===== config.mk =====
export PLATFORM = sky130hd
export DESIGN_NAME = vx_barrier_unit
export DESIGN_NICKNAME = d
export VERILOG_FILES = /design/src/rtl/vx_barrier_unit_pkg.sv /design/src/rtl/vx_barrier_unit_entry.sv /design/src/rtl/vx_barrier_unit.sv
export SDC_FILE = /design/constraint.sdc
export NUM_CORES = 1
export LEC_CHECK = 0
export BUFFER_PORTS_ARGS = -buffer_cell sky130_fd_sc_hd__buf_2
export CAP_MARGIN = 30
export CORE_ASPECT_RATIO = 1.25
export CORE_MARGIN = 1.5
export CORE_UTILIZATION = 61
export DETAILED_ROUTE_END_ITERATION = 16
export PLACE_DENSITY = 0.89
export SLEW_MARGIN = 20
export SYNTH_ARGS = -nofsm -noshare
export SYNTH_HDL_FRONTEND = slang
export SYNTH_SLANG_ARGS = --single-unit

===== constraint.sdc =====
create_clock -name clk -period 2.7 [get_ports clk]
set_clock_uncertainty 0.1 [all_clocks]
set_input_delay 0.27 -clock clk [delete_from_list [all_inputs] [get_ports clk]]
set_output_delay 0.27 -clock clk [all_outputs]
set_load 0.01 [all_outputs]

===== src/rtl/vx_barrier_unit_pkg.sv =====
// Shared widths, request types and small helpers for the barrier unit.
package vx_barrier_unit_pkg;

  localparam int NUM_WARPS    = 4;
  localparam int NUM_BARRIERS = 4;
  localparam int NW_WIDTH     = (NUM_WARPS > 1) ? $clog2(NUM_WARPS) : 1;
  localparam int NB_WIDTH     = (NUM_BARRIERS > 1) ? $clog2(NUM_BARRIERS) : 1;
  localparam int CNT_WIDTH    = NW_WIDTH + 1;
  localparam int GQ_DEPTH     = 2;

  // Barrier command as issued by warp control at commit.
  typedef struct packed {
    logic                valid;
    logic [NW_WIDTH-1:0] wid;
    logic [NB_WIDTH-1:0] id;
    logic [NW_WIDTH-1:0] size_m1;
    logic                is_global;
  } barrier_t;

  // Arrival request sent to the global barrier network.
  typedef struct packed {
    logic [NB_WIDTH-1:0] id;
  } gbar_req_t;

  // One-hot warp mask for a warp id.
  function automatic logic [NUM_WARPS-1:0] wid_to_mask(input logic [NW_WIDTH-1:0] wid);
    logic [NUM_WARPS-1:0] one;
    one = {{(NUM_WARPS-1){1'b0}}, 1'b1};
    return one << wid;
  endfunction

endpackage


===== src/rtl/vx_barrier_unit_entry.sv =====
// One local barrier: arrival count plus mask of waiting warps.
// A kill is applied before the arrival of the same cycle, so the arrival
// sees the purged count when deciding whether to release.
module vx_barrier_unit_entry
  import vx_barrier_unit_pkg::*;
(
  input  logic                 clk,
  input  logic                 reset,
  input  logic                 arrive_valid,
  input  logic [NW_WIDTH-1:0]  arrive_wid,
  input  logic [NW_WIDTH-1:0]  arrive_size_m1,
  input  logic                 kill_valid,
  input  logic [NW_WIDTH-1:0]  kill_wid,
  output logic                 release_flag,
  output logic [NUM_WARPS-1:0] release_mask,
  output logic [NUM_WARPS-1:0] stall_set,
  output logic                 dup_flag
);

  logic [CNT_WIDTH-1:0] count_q, count_d, count_k;
  logic [NUM_WARPS-1:0] wait_q, wait_d, wait_k;
  logic [NUM_WARPS-1:0] arrive_bit;
  logic [CNT_WIDTH-1:0] size_ext;
  logic                 kill_hit;

  // Purge a killed warp, then resolve the arrival: duplicate, release or wait.
  always_comb begin
    kill_hit     = kill_valid && wait_q[kill_wid];
    arrive_bit   = wid_to_mask(arrive_wid);
    size_ext     = {1'b0, arrive_size_m1};
    release_flag = 1'b0;
    release_mask = '0;
    stall_set    = '0;
    dup_flag     = 1'b0;
    if (kill_hit) begin
      wait_k  = wait_q & ~wid_to_mask(kill_wid);
      count_k = count_q - CNT_WIDTH'(1);
    end else begin
      wait_k  = wait_q;
      count_k = count_q;
    end
    count_d = count_k;
    wait_d  = wait_k;
    if (arrive_valid) begin
      if ((wait_k & arrive_bit) != '0) begin
        dup_flag = 1'b1;
      end else if (count_k == size_ext) begin
        release_flag = 1'b1;
        release_mask = wait_k | arrive_bit;
        count_d      = CNT_WIDTH'(0);
        wait_d       = '0;
      end else begin
        count_d   = count_k + CNT_WIDTH'(1);
        wait_d    = wait_k | arrive_bit;
        stall_set = arrive_bit;
      end
    end else begin
      dup_flag = 1'b0;
    end
  end

  // Count and wait-mask state.
  always_ff @(posedge clk or posedge reset) begin
    if (reset) begin
      count_q <= CNT_WIDTH'(0);
      wait_q  <= '0;
    end else begin
      count_q <= count_d;
      wait_q  <= wait_d;
    end
  end

endmodule


===== src/rtl/vx_barrier_unit.sv =====
// Barrier unit: local barrier table, global barrier forwarding with a
// one-deep request register backed by a 2-entry FIFO, and the per-warp
// stall mask / release event seen by the scheduler.
module vx_barrier_unit
  import vx_barrier_unit_pkg::*;
(
  input  logic                 clk,
  input  logic                 reset,
  input  logic                 req_valid,
  input  logic [NW_WIDTH-1:0]  req_wid,
  input  logic [NB_WIDTH-1:0]  req_id,
  input  logic [NW_WIDTH-1:0]  req_size_m1,
  input  logic                 req_is_global,
  output logic                 gbar_req_valid,
  output logic [NB_WIDTH-1:0]  gbar_req_id,
  input  logic                 gbar_req_ready,
  input  logic                 gbar_rsp_valid,
  input  logic [NB_WIDTH-1:0]  gbar_rsp_id,
  input  logic                 wkill_valid,
  input  logic [NW_WIDTH-1:0]  wkill_wid,
  output logic [NUM_WARPS-1:0] stalled,
  output logic                 release_valid,
  output logic [NUM_WARPS-1:0] release_mask,
  output logic                 dup_error
);

  barrier_t req;
  assign req.valid     = req_valid;
  assign req.wid       = req_wid;
  assign req.id        = req_id;
  assign req.size_m1   = req_size_m1;
  assign req.is_global = req_is_global;

  // A kill and an arrival of the same warp in one cycle: the kill wins.
  logic arr_ok, local_arr, glob_arr;
  assign arr_ok    = req.valid && !(wkill_valid && (wkill_wid == req.wid));
  assign local_arr = arr_ok && !req.is_global;
  assign glob_arr  = arr_ok && req.is_global;

  logic [NUM_BARRIERS-1:0]                ent_arrive, ent_rel, ent_dup;
  logic [NUM_BARRIERS-1:0][NUM_WARPS-1:0] ent_rel_mask, ent_set;

  genvar g;
  generate
    for (g = 0; g < NUM_BARRIERS; g++) begin : g_entry
      assign ent_arrive[g] = local_arr && (req.id == NB_WIDTH'(g));
      vx_barrier_unit_entry u_entry (
        .clk            (clk),
        .reset          (reset),
        .arrive_valid   (ent_arrive[g]),
        .arrive_wid     (req.wid),
        .arrive_size_m1 (req.size_m1),
        .kill_valid     (wkill_valid),
        .kill_wid       (wkill_wid),
        .release_flag   (ent_rel[g]),
        .release_mask   (ent_rel_mask[g]),
        .stall_set      (ent_set[g]),
        .dup_flag       (ent_dup[g])
      );
    end
  endgenerate

  logic [NUM_BARRIERS-1:0][NUM_WARPS-1:0] gwait_q, gwait_d;
  logic [NUM_WARPS-1:0] stalled_q, stalled_d;
  logic [NUM_WARPS-1:0] release_mask_q, release_mask_d;
  logic                 release_valid_q, release_valid_d;
  logic                 dup_q, dup_d;
  logic [NUM_WARPS-1:0] kill_bit, req_bit, local_rel, local_set, glob_rel, glob_set, gw;

  // Merge local releases, global responses, new waits and kills.
  always_comb begin
    kill_bit  = wkill_valid ? wid_to_mask(wkill_wid) : '0;
    req_bit   = wid_to_mask(req.wid);
    glob_set  = glob_arr ? req_bit : '0;
    local_rel = '0;
    local_set = '0;
    glob_rel  = '0;
    gwait_d   = gwait_q;
    for (int e = 0; e < NUM_BARRIERS; e++) begin
      local_rel = local_rel | ent_rel_mask[e];
      local_set = local_set | ent_set[e];
      gw = gwait_q[e] & ~kill_bit;
      if (gbar_rsp_valid && (gbar_rsp_id == NB_WIDTH'(e))) begin
        glob_rel = glob_rel | gw;
        gw       = '0;
      end else begin
        glob_rel = glob_rel;
      end
      if (glob_arr && (req.id == NB_WIDTH'(e))) begin
        gw = gw | req_bit;
      end else begin
        gw = gw;
      end
      gwait_d[e] = gw;
    end
    release_mask_d  = local_rel | glob_rel;
    release_valid_d = (|ent_rel) | (|glob_rel);
    stalled_d       = (stalled_q | local_set | glob_set) & ~release_mask_d & ~kill_bit;
    dup_d           = dup_q | (|ent_dup);
  end

  gbar_req_t                    greg_q, greg_d, push_entry;
  logic                         greg_valid_q, greg_valid_d;
  gbar_req_t [GQ_DEPTH-1:0]     gfifo_q, gfifo_d;
  logic [1:0]                   gcnt_q, gcnt_d;
  logic                         gfire, greg_free;

  // Global request register refilled from the FIFO first, then from a new arrival.
  always_comb begin
    push_entry.id = req.id;
    gfire         = greg_valid_q && gbar_req_ready;
    greg_free     = !greg_valid_q || gfire;
    greg_valid_d  = greg_valid_q;
    greg_d        = greg_q;
    gfifo_d       = gfifo_q;
    gcnt_d        = gcnt_q;
    if (greg_free) begin
      if (gcnt_q != 2'd0) begin
        greg_valid_d = 1'b1;
        greg_d       = gfifo_q[0];
        gfifo_d[0]   = gfifo_q[1];
        gcnt_d       = gcnt_q - 2'd1;
        if (glob_arr) begin
          if (gcnt_q == 2'd1) begin
            gfifo_d[0] = push_entry;
          end else begin
            gfifo_d[1] = push_entry;
          end
          gcnt_d = gcnt_q;
        end else begin
          gcnt_d = gcnt_q - 2'd1;
        end
      end else if (glob_arr) begin
        greg_valid_d = 1'b1;
        greg_d       = push_entry;
      end else begin
        greg_valid_d = 1'b0;
      end
    end else begin
      if (glob_arr && (gcnt_q < 2'd2)) begin
        if (gcnt_q == 2'd0) begin
          gfifo_d[0] = push_entry;
        end else begin
          gfifo_d[1] = push_entry;
        end
        gcnt_d = gcnt_q + 2'd1;
      end else begin
        gcnt_d = gcnt_q;
      end
    end
  end

  // All unit state; outputs come straight from these flops.
  always_ff @(posedge clk or posedge reset) begin
    if (reset) begin
      gwait_q         <= '0;
      stalled_q       <= '0;
      release_mask_q  <= '0;
      release_valid_q <= 1'b0;
      dup_q           <= 1'b0;
      greg_q          <= '0;
      greg_valid_q    <= 1'b0;
      gfifo_q         <= '0;
      gcnt_q          <= 2'd0;
    end else begin
      gwait_q         <= gwait_d;
      stalled_q       <= stalled_d;
      release_mask_q  <= release_mask_d;
      release_valid_q <= release_valid_d;
      dup_q           <= dup_d;
      greg_q          <= greg_d;
      greg_valid_q    <= greg_valid_d;
      gfifo_q         <= gfifo_d;
      gcnt_q          <= gcnt_d;
    end
  end

  assign stalled        = stalled_q;
  assign release_valid  = release_valid_q;
  assign release_mask   = release_mask_q;
  assign dup_error      = dup_q;
  assign gbar_req_valid = greg_valid_q;
  assign gbar_req_id    = greg_q.id;

endmodule


==> impl_metrics.env, run 1 <==
export IMPL_netSwitchingPower_mw=1.341
export IMPL_worstSetupEndpointType="flop"
export IMPL_design_area_mm2=0.004723
export IMPL_worstMarginPinSlew_ps=736.0
export IMPL_synth_xor_area_share_pct=5.330
export IMPL_diodes=0
export IMPL_fin_crit_ps=2625
export IMPL_path_cells="mux4_2, a2111oi_4, a41oi_2, a211oi_4, a21oi_4, a21o_1, and4_1"
export IMPL_worst_path_largest_cell_delay_ps=520
export IMPL_place_congestion=1.033
export IMPL_swShare_pct=38.16
export IMPL_drc=0
export IMPL_die_height_um=94.75
export IMPL_drtAntennaViolNets=0
export IMPL_peakVddDrop_mv=0.5431
export IMPL_ys_types=67
export IMPL_power_frac_clock_pct=21.9
export IMPL_floorplan_die_area_mm2=0.007238
export IMPL_wl_per_cell_um=19.29
export IMPL_netlist_instances=447
export IMPL_placed_area_mm2=0.004469
export IMPL_ys_seq_area_share_pct=38.38
export IMPL_nNetsFinal=527
export IMPL_p_comb_share_pct=39.8
export IMPL_hpwlAfterDp_mm=8.391
export IMPL_grt_max_degree=43
export IMPL_clk_pin_slew_ps=70
export IMPL_worstPathArrival_ps=2760
export IMPL_synthSimpleGateAreaFrac_pct=20.68
export IMPL_grt_pass1_wl_mm=18.32
export IMPL_outcome="finished clean"
export IMPL_hold_viol=0
export IMPL_placed_cells=572
export IMPL_yosysWarnings=0
export IMPL_synthArstFlopShare_pct=100.0
export IMPL_slew_headroom_pct=50.56
export IMPL_critPathMaxFanout=6
export IMPL_htree_levels=3
export IMPL_syn_mean_instance_area_um2=9.189
export IMPL_synth_nets=475
export IMPL_numCtsBuffers=9
export IMPL_track_usage_pct=32.98
export IMPL_synth_top_family_by_area="compound AO/OA/AOI/OAI gates"
export IMPL_antenna_found_initial=0
export IMPL_post_place_ws_ps=26.74
export IMPL_portBuffers=29
export IMPL_maxCapViolations=0
export IMPL_seqPwrFrac_pct=38.2
export IMPL_area_growth_syn_to_layout_pct=14.99
export IMPL_clk_latency_ps=350
export IMPL_setup_violations=0
export IMPL_cts_buffer_depth=2
export IMPL_std_cell_rows=33
export IMPL_crit_required_ps=2830
export IMPL_root_buffer="clkbuf_8"
export IMPL_worstHoldPathType="primary input to flop"
export IMPL_io_pins=30
export IMPL_final_util_pct=72.40
export IMPL_clock_fmax_ghz=0.3809
export IMPL_netlist_area_mm2=0.004108
export IMPL_crit_path_start_kind="flop"
export IMPL_slowest_stage="mux4_2"
export IMPL_start_util_pct=62.97
export IMPL_layout_setup_ws_ps=74.66
export IMPL_synth_fa_ha_area_share_pct=3.351
export IMPL_clock_sinks=63
export IMPL_synth_seq_cells=63
export IMPL_cts_tree="built"
export IMPL_drtIter0Drc=412
export IMPL_holdWs_ps=256.9
export IMPL_coreArea_mm2=0.006524
export IMPL_grt_pass1_vias=3794
export IMPL_fin_cells=590
export IMPL_path_class="flop to flop"
export IMPL_leakagePower_nw=2.135
export IMPL_synth_flop_cell="dfrtp_1"
export IMPL_synth_compound_area_share_pct=23.15
export IMPL_grt_remaining_overflow=0
export IMPL_p_int_mw=2.174
export IMPL_synth_edf_count=0
export IMPL_power_density_mw_per_mm2=744.2
export IMPL_post_route_period_util_pct=97.23
export IMPL_wl_mm=11.38
export IMPL_drive_above_1_share_pct=22.07
export IMPL_dr_pass1_iters=5
export IMPL_avgViaCountPerCell=6.478
export IMPL_via_count=3822
export IMPL_fp_dieW_um=76.40
export IMPL_maxSlewViolCount=0
export IMPL_synthMuxAreaShare_pct=3.655
worst paths after layout:
kind / depth (start not counted) / slack [ps] / end / startpoint
min reg2reg: 1 / 390 / dup_error$_DFF_PP0_ / dup_error$_DFF_PP0_
min: 5 / 260 / gcnt_q[0]$_DFFE_PP0P_ / gbar_req_ready
max in group asynchronous: 4 / 1490 / g_entry[2].u_entry.wait_q[0]$_DFF_PP0_ / reset
max reg2reg: 7 / 70 / stalled[1]$_DFF_PP0_ / g_entry[2].u_entry.wait_q[2]$_DFF_PP0_
max: 7 / 70 / stalled[1]$_DFF_PP0_ / g_entry[2].u_entry.wait_q[2]$_DFF_PP0_
min in group asynchronous: 3 / 410 / dup_error$_DFF_PP0_ / reset
placed cells by master (no fill, tap or decap), drive strengths merged, types with 13 or more instances in the layout:
cell / count
nand2: 38
a21oi: 18
a22oi: 21
buf: 63
dfrtp: 63
nor2: 40
o21ai: 30
inv: 21
nand3: 27
xor2: 13
cell usage after synthesis (5+ instances only):
cell type / instances / share of area [%]
a21o_1: 6 / 1.1
xnor2_1: 12 / 2.6
buf_6: 5 / 1.4
nand3b_1: 6 / 1.1
xor2_1: 13 / 2.8
nor2_1: 37 / 3.4
ha_1: 11 / 3.4
a22oi_1: 21 / 3.8
a21oi_1: 17 / 2.1
a32o_1: 6 / 1.5
nand2b_1: 5 / 0.76
o21ai_0: 30 / 3.7
and2_1: 6 / 0.91
dfrtp_1: 63 / 38
nand2_1: 38 / 3.5
a31oi_1: 9 / 1.4
mux2i_1: 6 / 1.5
inv_1: 21 / 1.9
nand3_1: 27 / 3.3
nor3_1: 7 / 0.85
a41oi_1: 5 / 1.1
clkbuf_1: 11 / 1.0
power by group through the flow:
stage	clock (mW)	sequential, mW	combinational (mW)
after CTS	0.773	1.33	1.37
after floorplan	0	1.33	1.02
after global routing	0.815	1.37	1.57
after global placement	0	1.34	1.29
final	0.770	1.34	1.40
after detailed placement	0	1.35	1.36
state kept, by name, indices dropped and copies added, names as in the netlist:
signal,flops
gcnt_q,2
stalled,4
gwait_q,16
g_entry.u_entry.wait_q,16
gfifo_q,4
g_entry.u_entry.count_q,12
gbar_req_valid,1
dup_error,1
release_valid,1
release_mask,4
gbar_req_id,2
through the flow:
step,setup TNS (ps),power [mW]
after floorplan,0,2.342
after global placement,0,2.625
after detailed placement,0,2.715
after CTS,0,3.482
after global routing,-41.65,3.753
final,0,3.515
worst max-delay path, delay by kind of cell, from the launching register on:
family             cells  cell delay, ps
AOI/OAI and AO/OA      5            1270
and+or+nand+nor        1             170
muxes                  1             520
DFF                    1             450
layout make-up:
class / count / area [um2]
Tap cell: 87 / 108.9
Multi-Input combinational cell: 340 / 2351
Timing Repair Buffer: 64 / 422.9
Inverter: 21 / 78.83
Clock buffer: 12 / 165.2
Sequential cell: 63 / 1579
Clock inverter: 3 / 17.52
Fill cell: 500 / 1800
metal layers:
layer	GRT usage (%)	vias to the layer above	wire (um)
li1	-	1751	-
met1	38.81	1808	4290
met2	56.92	220	5663
met3	7.150	43	954
met4	17.28	0	476
met5	0	-	0
repair_timing:
item,4_1_cts,5_1_grt
endpoints found under the hold margin,21,0
setup buffers,0,2
hold buffers,1,0
endpoints found under the setup margin,0,7
resized for setup,0,8
kinds of logic (layout without fill, tap and decap cells):
family          after synthesis  after routing
mux                          11             11
flops                        63             63
buf+inv                      44            100
simple gates                161            161
xor+xnor                     25             25
fa+ha+maj                    11             11
compound gates              132            132
No activity file was read; power rests on OpenSTA's default activity.
==> run 2: changes to the inputs <==
- CORE_ASPECT_RATIO: 1.25 -> default
- CTS_CLUSTER_SIZE: default -> 8
==> impl_metrics.env, run 2 (synthesis gave the netlist of run 1 again) <==
export IMPL_mostFrequentLayoutCells="61 x dfrtp_1, 41 x buf_4, 38 x nand2_1"
export IMPL_power_density_mw_per_mm2=777.5
export IMPL_peakVddDrop_mv=0.7076
export IMPL_antenna_found_initial=0
export IMPL_maxSlewViolCount=0
export IMPL_portBuffers=29
export IMPL_cts_tree="built"
export IMPL_die_height_um=85.06
export IMPL_placed_cells=563
export IMPL_setup_tns_ps=0
export IMPL_worstMarginPinSlew_ps=556.5
export IMPL_p_int_mw=2.353
export IMPL_hold_viol=0
export IMPL_grt_max_degree=26
export IMPL_mostFrequentLayoutCell="dfrtp_1"
export IMPL_netSwitchingPower_mw=1.394
export IMPL_avgViaCountPerCell=6.757
export IMPL_p_comb_share_pct=38.9
export IMPL_worstHoldPathType="primary input to flop"
export IMPL_cts_buffer_depth=2
export IMPL_htree_levels=3
export IMPL_top_regs="g_entry.u_entry.wait_q x16, gwait_q x16, g_entry.u_entry.count_q x12"
export IMPL_track_usage_pct=34.35
export IMPL_total_power_mw=3.747
export IMPL_wl_mm=11.83
export IMPL_root_buffer="clkbuf_8"
export IMPL_grt_remaining_overflow=0
export IMPL_place_congestion=0.9420
export IMPL_via_count=3980
export IMPL_worstPathArrival_ps=2830
export IMPL_diodes=0
export IMPL_drc=2
export IMPL_path_class="flop to flop"
export IMPL_grt_pass1_vias=4008
export IMPL_clock_sinks=63
export IMPL_slew_headroom_pct=62.61
export IMPL_leakagePower_nw=2.186
export IMPL_nNetsFinal=535
export IMPL_swShare_pct=37.20
export IMPL_floorplan_die_area_mm2=0.007235
export IMPL_seqPwrFrac_pct=35.8
export IMPL_coreArea_mm2=0.006422
export IMPL_clk_pin_slew_ps=80
export IMPL_setup_violations=0
export IMPL_dr_pass1_iters=14
export IMPL_maxCapViolations=0
export IMPL_fin_crit_ps=2685
export IMPL_drive_above_1_share_pct=23.83
export IMPL_numCtsBuffers=9
export IMPL_hpwlAfterDp_mm=8.254
export IMPL_crit_path_start_kind="flop"
export IMPL_worstSetupEndpointType="flop"
export IMPL_start_util_pct=63.96
export IMPL_drtAntennaViolNets=0
export IMPL_clk_latency_ps=350
export IMPL_drtIter0Drc=457
export IMPL_io_pins=30
export IMPL_critPathMaxFanout=4
export IMPL_area_growth_syn_to_layout_pct=17.33
export IMPL_violations="design-rule violations"
export IMPL_post_route_period_util_pct=99.44
export IMPL_clock_fmax_ghz=0.3724
export IMPL_wl_per_cell_um=20.09
export IMPL_std_cell_rows=29
export IMPL_grt_pass1_wl_mm=19.33
export IMPL_power_frac_clock_pct=25.4
export IMPL_fin_cells=589
export IMPL_fp_dieW_um=85.06
export IMPL_outcome="finished with violations"
export IMPL_crit_required_ps=2840
[run 2: power by group through the flow]
| stage | logic (mW) | registers [mW] | clock network, mW |
|---|---|---|---|
| floorplan | 1.02 | 1.33 | 0 |
| global placement | 1.28 | 1.33 | 0 |
| detailed placement | 1.37 | 1.35 | 0 |
| CTS | 1.38 | 1.33 | 0.946 |
| global route | 1.63 | 1.36 | 0.981 |
| finish | 1.46 | 1.34 | 0.950 |
[run 2: final timing paths]
path,startpoint,depth (start not counted),end,slack (ps)
hold reg to reg,gfifo_q[0]$_DFFE_PP0P_,2,gfifo_q[0]$_DFFE_PP0P_,400
hold / removal,gbar_req_ready,5,gcnt_q[0]$_DFFE_PP0P_,250
min in group asynchronous,reset,3,g_entry[3].u_entry.wait_q[1]$_DFF_PP0_,350
setup / recovery,g_entry[2].u_entry.wait_q[2]$_DFF_PP0_,7,stalled[3]$_DFF_PP0_,20
setup reg to reg,g_entry[2].u_entry.wait_q[2]$_DFF_PP0_,7,stalled[3]$_DFF_PP0_,20
max in group asynchronous,reset,4,g_entry[2].u_entry.wait_q[2]$_DFF_PP0_,1440
[run 2: area by class of cell]
| type | instances | area [um2] |
|---|---|---|
| Clock buffer | 10 | 137.6 |
| Tap cell | 77 | 96.34 |
| Clock inverter | 6 | 92.59 |
| Inverter | 21 | 78.83 |
| Sequential cell | 63 | 1579 |
| Timing Repair Buffer | 72 | 483.0 |
| Fill cell | 420 | 1603 |
| Multi-Input combinational cell | 340 | 2352 |
[run 2: stage by stage]
step / setup slack, ps / cell area [um2] / util [%] / hold WS [ps]
2_1_floorplan: 254.4 / 4108 / - / 350.6
6_report: 15.07 / 4820 / 75.04 / 247.2
4_1_cts: 6.854 / 4705 / 73.25 / 244.3
3_5_place_dp: -90.74 / 4464 / 69.51 / 192.1
5_1_grt: -25.23 / 4820 / 75.04 / 284.5
3_3_place_gp: 20.41 / 4464 / 69.51 / 185.3
[run 2: routing by layer]
| metal | routed length [um] | vias up | GRT usage, % |
|---|---|---|---|
| li1 | - | 1767 | - |
| met1 | 4323 | 1880 | 40.83 |
| met2 | 5743 | 270 | 57.29 |
| met3 | 1206 | 63 | 8.366 |
| met4 | 561 | 0 | 18.93 |
| met5 | 0 | - | 0 |
[run 2: timing repair]
item	in CTS	in global routing
resized for setup	0	9
endpoints found under the setup margin	0	8
setup buffers	0	9
endpoints found under the hold margin	17	0
hold buffers	1	0
[run 2: critical path, stage by stage (launching register included)]
cell and delay (ps):
dfrtp_2 450, mux4_2 530, buf_4 170, a41oi_2 310, o211ai_1 190, o21a_1 230
a41oi_1 250, nor4bb_1 340
